## src/rtl/axi_stream_header_arbiter.sv

```systemverilog
// +--------------------------------------------------------------------------+
// | axi_stream_header_arbiter: round-robin share of one header-insert block  |
// | Rev 1.0                                                                  |
// +--------------------------------------------------------------------------+
`default_nettype none

module axi_stream_header_arbiter #(
  parameter int DATA_WD      = 32,
  parameter int DATA_BYTE_WD = DATA_WD / 8,
  parameter int BYTE_CNT_WD  = $clog2(DATA_BYTE_WD),
  parameter int NUM_REQ      = 4,
  parameter int REQ_WD       = $clog2(NUM_REQ)
) (
  input  logic                                  clk,
  input  logic                                  rst_n,
  input  logic [NUM_REQ-1:0]                    hdr_valid,
  input  logic [NUM_REQ*DATA_WD-1:0]            hdr_data,
  input  logic [NUM_REQ*DATA_BYTE_WD-1:0]       hdr_keep,
  input  logic [NUM_REQ*(BYTE_CNT_WD+1)-1:0]    hdr_byte_cnt,
  output logic [NUM_REQ-1:0]                    hdr_ready,
  input  logic [NUM_REQ-1:0]                    pld_valid,
  input  logic [NUM_REQ*DATA_WD-1:0]            pld_data,
  input  logic [NUM_REQ*DATA_BYTE_WD-1:0]       pld_keep,
  input  logic [NUM_REQ-1:0]                    pld_last,
  output logic [NUM_REQ-1:0]                    pld_ready,
  output logic                                  valid_in,
  output logic [DATA_WD-1:0]                    data_in,
  output logic [DATA_BYTE_WD-1:0]               keep_in,
  output logic                                  last_in,
  input  logic                                  ready_in,
  output logic                                  valid_insert,
  output logic [DATA_WD-1:0]                    data_insert,
  output logic [DATA_BYTE_WD-1:0]               keep_insert,
  output logic [BYTE_CNT_WD:0]                  byte_insert_cnt,
  input  logic                                  ready_insert,
  output logic                                  busy,
  output logic [REQ_WD-1:0]                     grant_id,
  output logic                                  err_order
);

  localparam int CNT_WD = BYTE_CNT_WD + 1;

  typedef enum logic {
    S_IDLE = 1'b0,
    S_XFER = 1'b1
  } state_t;

  state_t                  state_q, state_d;
  logic [REQ_WD-1:0]       last_grant_q, last_grant_d;
  logic [REQ_WD-1:0]       grant_id_q, grant_id_d;
  logic                    hdr_pend_q, hdr_pend_d;
  logic                    err_order_q, err_order_d;
  logic [DATA_WD-1:0]      data_insert_q, data_insert_d;
  logic [DATA_BYTE_WD-1:0] keep_insert_q, keep_insert_d;
  logic [CNT_WD-1:0]       byte_cnt_q, byte_cnt_d;

  logic                    win_found;
  logic [REQ_WD-1:0]       win_idx;

  // Search starts just past the previous winner so every source gets a turn.
  always_comb begin : win_search
    int t;
    win_found = 1'b0;
    win_idx   = '0;
    t         = 0;
    for (int k = 1; k <= NUM_REQ; k++) begin
      t = int'(last_grant_q) + k;
      if (t >= NUM_REQ) t = t - NUM_REQ;
      if (!win_found && hdr_valid[REQ_WD'(t)]) begin
        win_found = 1'b1;
        win_idx   = REQ_WD'(t);
      end
    end
  end

  always_comb begin
    hdr_ready = '0;
    pld_ready = '0;
    valid_in  = 1'b0;
    data_in   = '0;
    keep_in   = '0;
    last_in   = 1'b0;
    if (rst_n && state_q == S_IDLE && win_found) begin
      hdr_ready[win_idx] = 1'b1;
    end
    if (state_q == S_XFER) begin
      valid_in              = pld_valid[grant_id_q];
      data_in               = pld_data[grant_id_q*DATA_WD +: DATA_WD];
      keep_in               = pld_keep[grant_id_q*DATA_BYTE_WD +: DATA_BYTE_WD];
      last_in               = pld_last[grant_id_q];
      pld_ready[grant_id_q] = ready_in;
    end
  end

  assign valid_insert    = hdr_pend_q;
  assign data_insert     = data_insert_q;
  assign keep_insert     = keep_insert_q;
  assign byte_insert_cnt = byte_cnt_q;
  assign busy            = (state_q == S_XFER);
  assign grant_id        = grant_id_q;
  assign err_order       = err_order_q;

  always_comb begin
    state_d       = state_q;
    last_grant_d  = last_grant_q;
    grant_id_d    = grant_id_q;
    hdr_pend_d    = hdr_pend_q;
    err_order_d   = err_order_q;
    data_insert_d = data_insert_q;
    keep_insert_d = keep_insert_q;
    byte_cnt_d    = byte_cnt_q;
    case (state_q)
      S_IDLE: begin
        if (win_found) begin
          state_d       = S_XFER;
          data_insert_d = hdr_data[win_idx*DATA_WD +: DATA_WD];
          keep_insert_d = hdr_keep[win_idx*DATA_BYTE_WD +: DATA_BYTE_WD];
          byte_cnt_d    = hdr_byte_cnt[win_idx*CNT_WD +: CNT_WD];
          hdr_pend_d    = 1'b1;
          grant_id_d    = win_idx;
          last_grant_d  = win_idx;
        end
      end
      S_XFER: begin
        if (hdr_pend_q && ready_insert) hdr_pend_d = 1'b0;
        if (valid_in && ready_in && last_in) begin
          state_d = S_IDLE;
          // Payload finished while its header was still outstanding.
          if (hdr_pend_q && !ready_insert) err_order_d = 1'b1;
          hdr_pend_d = 1'b0;
        end
      end
      default: state_d = S_IDLE;
    endcase
  end

  always_ff @(posedge clk or negedge rst_n) begin
    if (!rst_n) begin
      state_q       <= S_IDLE;
      last_grant_q  <= REQ_WD'(NUM_REQ - 1);
      grant_id_q    <= '0;
      hdr_pend_q    <= 1'b0;
      err_order_q   <= 1'b0;
      data_insert_q <= '0;
      keep_insert_q <= '0;
      byte_cnt_q    <= '0;
    end else begin
      state_q       <= state_d;
      last_grant_q  <= last_grant_d;
      grant_id_q    <= grant_id_d;
      hdr_pend_q    <= hdr_pend_d;
      err_order_q   <= err_order_d;
      data_insert_q <= data_insert_d;
      keep_insert_q <= keep_insert_d;
      byte_cnt_q    <= byte_cnt_d;
    end
  end

endmodule

`default_nettype wire

```

## config.mk

```make
export PLATFORM = sky130hd
export DESIGN_NAME = axi_stream_header_arbiter
export DESIGN_NICKNAME = d
export VERILOG_FILES = /design/src/rtl/axi_stream_header_arbiter.sv
export SDC_FILE = /design/constraint.sdc
export NUM_CORES = 1
export LEC_CHECK = 0
export ABC_CLOCK_PERIOD_IN_PS = 5900
export CORE_AREA = 2 2 157 159
export CTS_CLUSTER_SIZE = 10
export DETAILED_ROUTE_END_ITERATION = 12
export DIE_AREA = 0 0 159 161
export PLACE_DENSITY = 0.58
export SYNTH_ARGS = -nofsm -noshare
export SYNTH_HDL_FRONTEND = slang
export SYNTH_SLANG_ARGS = --single-unit
```

## constraint.sdc

```tcl
create_clock -name clk -period 5.9 [get_ports clk]
set_input_delay 1.475 -clock clk [delete_from_list [all_inputs] [get_ports clk]]
set_output_delay 1.475 -clock clk [all_outputs]
set_load 0.03 [all_outputs]
```

# After elaboration in Yosys (flattened, before gate mapping)
# Index checks and enable logic that the tools add are counted.
# word_totals
ff_bits,46
in_bits,316
out_inout_bits,90
elab_cells,101
# op_classes
addsub,8
mul,1
order_cmp,12
eq_ne,2
n_shift,5
n_mux,45
bitwise,2
n_reduce_logical,18
# ops
op,n
indexed part select 128 x 8 -> 32 bit,2
2-to-1 mux 32 bit,1
indexed part select 16 x 5 -> 4 bit,2
2-to-1 mux 1 bit,23
"less-than comparator 2 x 4 -> 1 bit, second input constant",4
2-to-1 mux 2 bit,8
binary-select mux 1 bit (select 2 bit),6
2-to-1 mux 4 bit,3
indexed part select 12 x 5 -> 3 bit,1
logical AND 1 bit,11
"greater-or-equal comparator 3 bit, second input constant",3
"subtractor 2 x 1 -> 2 bit, second input constant",4
"adder 2 x 2 -> 3 bit, second input constant",2
"less-than comparator 2 x 3 -> 1 bit, second input constant",2
"adder 2 x 3 -> 4 bit, second input constant",1
AND 4 bit,1
demux 1 bit (select 2 bit),2
"greater-or-equal comparator 2 x 1 -> 1 bit, second input constant",2
"greater-or-equal comparator 4 x 3 -> 1 bit, second input constant",1
zero test 1 bit,4
"multiplier 2 x 2 -> 4 bit, second input constant",1
one-hot mux 1 bit (2 select lines),2
AND reduction 2 bit,2
"adder 2 x 1 -> 3 bit, second input constant",1
other kinds (4),4

# Logic depth before layout (Yosys ltp)
# depth
ltp_word,21
depth_mapped,9
depth_no_buf,5

# Worst setup path after synthesis
# Ideal clock, no wire load.
# synth_timing
path_type,input port to output port
from,input port hdr_valid[0]
to,output port hdr_ready[1]
arrival_time_ns,2.777
required_time_ns,4.425
slack_ns,1.648
cell_stages,4
cell_sequence,inv_1 > a31oi_2 > nand2_1 > nor3_1
# synth_between
elab_chain_len,18
# synth_rtl
element,line_no,rtl
start: declaration,16,"input logic [NUM_REQ-1:0] hdr_valid,"
binary-select mux 1 bit (select 2 bit),69,if (!win_found && hdr_valid[REQ_WD'(t)]) begin
2-to-1 mux 1 bit (implied by the code) (2 in series),69,
2-to-1 mux 1 bit,69,
zero test 1 bit,69,
logical AND 1 bit,69,
2-to-1 mux 1 bit,69,
zero test 1 bit,69,
logical AND 1 bit,69,
2-to-1 mux 1 bit,69,
zero test 1 bit,69,
logical AND 1 bit,69,
2-to-1 mux 2 bit,69,
less-than comparator 2 x 3 -> 1 bit (implied by the code) / greater-or-equal comparator 2 x 1 -> 1 bit (equally long branches),84,hdr_ready[win_idx] = 1'b1;
logical AND 1 bit (implied by the code),84,
2-to-1 mux 1 bit (implied by the code),84,
demux 1 bit (select 2 bit),84,
2-to-1 mux 4 bit *,83,if (rst_n && state_q == S_IDLE && win_found) begin
end: declaration,20,"output logic [NUM_REQ-1:0] hdr_ready,"
# Mark *: on every way between the ends. The rest lies on a longest branch, timed or not. The select of a mux whose other input is x is not followed.

# Final worst setup path
# layout_timing
from,input port hdr_valid[3]
to,output port hdr_ready[0]
# The elaborated chain is that of the path after synthesis.

==> results.json <==
{
  "status": "finished clean",
  "synth-seq-area-share": 0.252,
  "wl_per_cell_microns": 19.9,
  "grt-ovfl-total": 0,
  "synth-edff-count": 0,
  "final-hold-violation-count": 0,
  "antenna_left": 0,
  "cts_root_buffer": "clkbuf_16",
  "cp_max_fo": 8,
  "synth_flop_cell": "dfrtp_1",
  "die_area_sq_um": 25600,
  "synth_top_area_cell": "dfrtp_1",
  "hp-class": "flip-flop to flip-flop",
  "dieHeight_microns": 161,
  "rows": 57,
  "cts_tree": "yes",
  "synth_area_sq_um": 4570,
  "synth_seq_cells": 46,
  "area_growth_pct": 97.3,
  "critPathLaunchType": "primary input",
  "whs_ns": 0.483,
  "clk_latency_ns": 0.30,
  "drv_cap": 0,
  "cts_buffer_depth": 2,
  "dp_hpwl_microns": 17600,
  "drv_slew": 0,
  "gp_congestion": 0.819,
  "vias_per_cell": 4.56,
  "peakVddDrop_uv": 192,
  "setup_tns_ns": 0,
  "port-buffer-count": 405,
  "initial_core_util": 0.191,
  "critical_path_arrival_ns": 3.69,
  "fin_skew_ns": 0.00584,
  "cp_data_required_time_ns": 4.43,
  "vias": 5313,
  "h-tree-depth": 2,
  "fin_nets": 1152,
  "wl_microns": 23200,
  "synth_most_common_cell": "nor3b_1",
  "die_x_microns": 159,
  "synth.distinct_cells": 36,
  "synth_warnings": 0,
  "firstDrtPassIters": 4,
  "cts_hold_buf": 0,
  "synth_top_area_frac": 0.241,
  "grtUsageTotal": 0.176,
  "drc": 0,
  "grt_max_degree": 80,
  "drive_above_1_share": 0.0908,
  "syn_inst": 472,
  "grt_pass1_wl_microns": 34500,
  "synth_top_cells_by_area": "dfrtp_1 24%, mux4_2 19%, nor3b_1 11%",
  "core-area_sq_um": 24000,
  "clk_pin_slew_ns": 0.07,
  "max-slew-margin-rel": 0.285,
  "top_level_ports": 406,
  "end_kind": "primary output",
  "finalSetupViolCount": 0,
  "drtIter0Drc": 267,
  "synth_common_cells": "68 x nor3b_1, 47 x nor2_1, 44 x dfrtp_1",
  "synth.avg_cell_area_sq_um": 9.69,
  "async_flop_share": 1.00,
  "max_freq_ghz": 0.194,
  "cts_buffers": 5,
  "cts.sinks": 46,
  "worst-slew-pin-transition_ns": 1.07,
  "p_per_area_nw_per_um2": 421,
  "grt_setup_unrepaired": "false",
  "critical_path_class": "primary input to primary output",
  "antenna_found_initial": 6,
  "postCtsSetupRepairBufs": 0,
  "grt_pass1_vias": 5501,
  "leakage_uw": 0.00327,
  "finalCritPeriodShare": 0.875,
  "syn_nets": 788,
  "ctsResizeCount": 0,
  "fin_crit_ns": 5.16
}
per-stage QoR:
step	util	cell area, sq um	cells	power (uW)	setup WS (ns)
6_report	0.377	9020	1166	3800	0.738
5_1_grt	0.377	9020	1166	4040	0.618
2_1_floorplan	-	4570	472	2400	1.65
3_5_place_dp	0.370	8870	1153	3530	0.765
4_1_cts	0.376	9010	1161	3850	0.751
3_3_place_gp	0.370	8870	1153	3520	0.791
final cells by class:
class | count | area, sq um
Inverter | 5 | 18.8
Antenna cell | 5 | 12.5
Clock buffer | 6 | 129
Multi-Input combinational cell | 366 | 3190
Clock inverter | 2 | 13.8
Tap cell | 324 | 405
Fill cell | 2480 | 14900
Timing Repair Buffer | 412 | 4100
Sequential cell | 46 | 1160
state kept, by name, indices dropped and copies added (netlist names):
signal           count
busy                 1
data_insert         32
err_order            1
byte_insert_cnt      3
keep_insert          4
last_grant_q         2
grant_id             2
valid_insert         1
worst max-delay path: stages:
cell and delay [ns]:
clkdlybuf4s50_1 0.55, nor2_2 0.40, a22oi_1 0.19, o2bb2ai_4 0.17, nor2b_1 0.18, clkdlybuf4s50_1 0.72
metal layers:
metal | share of wire | vias to the layer above | GRT usage
li1 | - | 2533 | -
met1 | 0.39 | 2522 | 0.200
met2 | 0.52 | 239 | 0.325
met3 | 0.071 | 15 | 0.0488
met4 | 0.013 | 4 | 0.0434
met5 | 0.0011 | - | 0
where the power goes:
group	switching [uW]	leakage (uW)	internal [uW]
clock network	140	0.0000709	158
registers	183	0.000513	480
logic	1520	0.00269	1320
path summary, 6_finish.rpt:
| check | start | end | slack (ns) | cells after the start |
|---|---|---|---|---|
| hold / removal | err_order | err_order | 0.48 | 1 |
| min in group asynchronous | rst_n | data_insert[22] | 1.34 | 2 |
| hold reg to reg | err_order | err_order | 0.48 | 1 |
| setup / recovery | hdr_valid[3] | hdr_ready[0] | 0.74 | 6 |
| max in group asynchronous | rst_n | grant_id[0] | 4.05 | 2 |
| setup reg to reg | last_grant_q[0] | byte_insert_cnt[2] | 3.54 | 6 |
kinds of logic (layout without fill, tap and decap cells):
kind of cell	Yosys count	after routing	share of synthesized area
AOI/OAI and AO/OA	100	100	0.152
muxes	78	78	0.275
and+or+nand+nor	188	188	0.258
other	0	5	0
DFF	46	46	0.252
buffers and inverters	60	425	0.0624
cells in the final DEF (no fill, tap or decap), types with 2 or more instances in the layout:
cell,count
nor2_1,46
mux4_2,38
clkdlybuf4s50_1,404
diode_2,5
dfrtp_2,2
a21oi_1,43
a221oi_1,39
clkbuf_16,5
nor2b_1,2
mux2i_1,40
nand2b_1,3
nand3_1,4
buf_4,7
dfrtp_1,42
nor3b_1,68
o22ai_1,3
dfstp_2,2
nor3_1,3
nor3b_2,10
inv_1,5
nand2_1,7
and2_1,39
o21ai_0,5
Note: power is estimated with default switching activity, not from simulation.
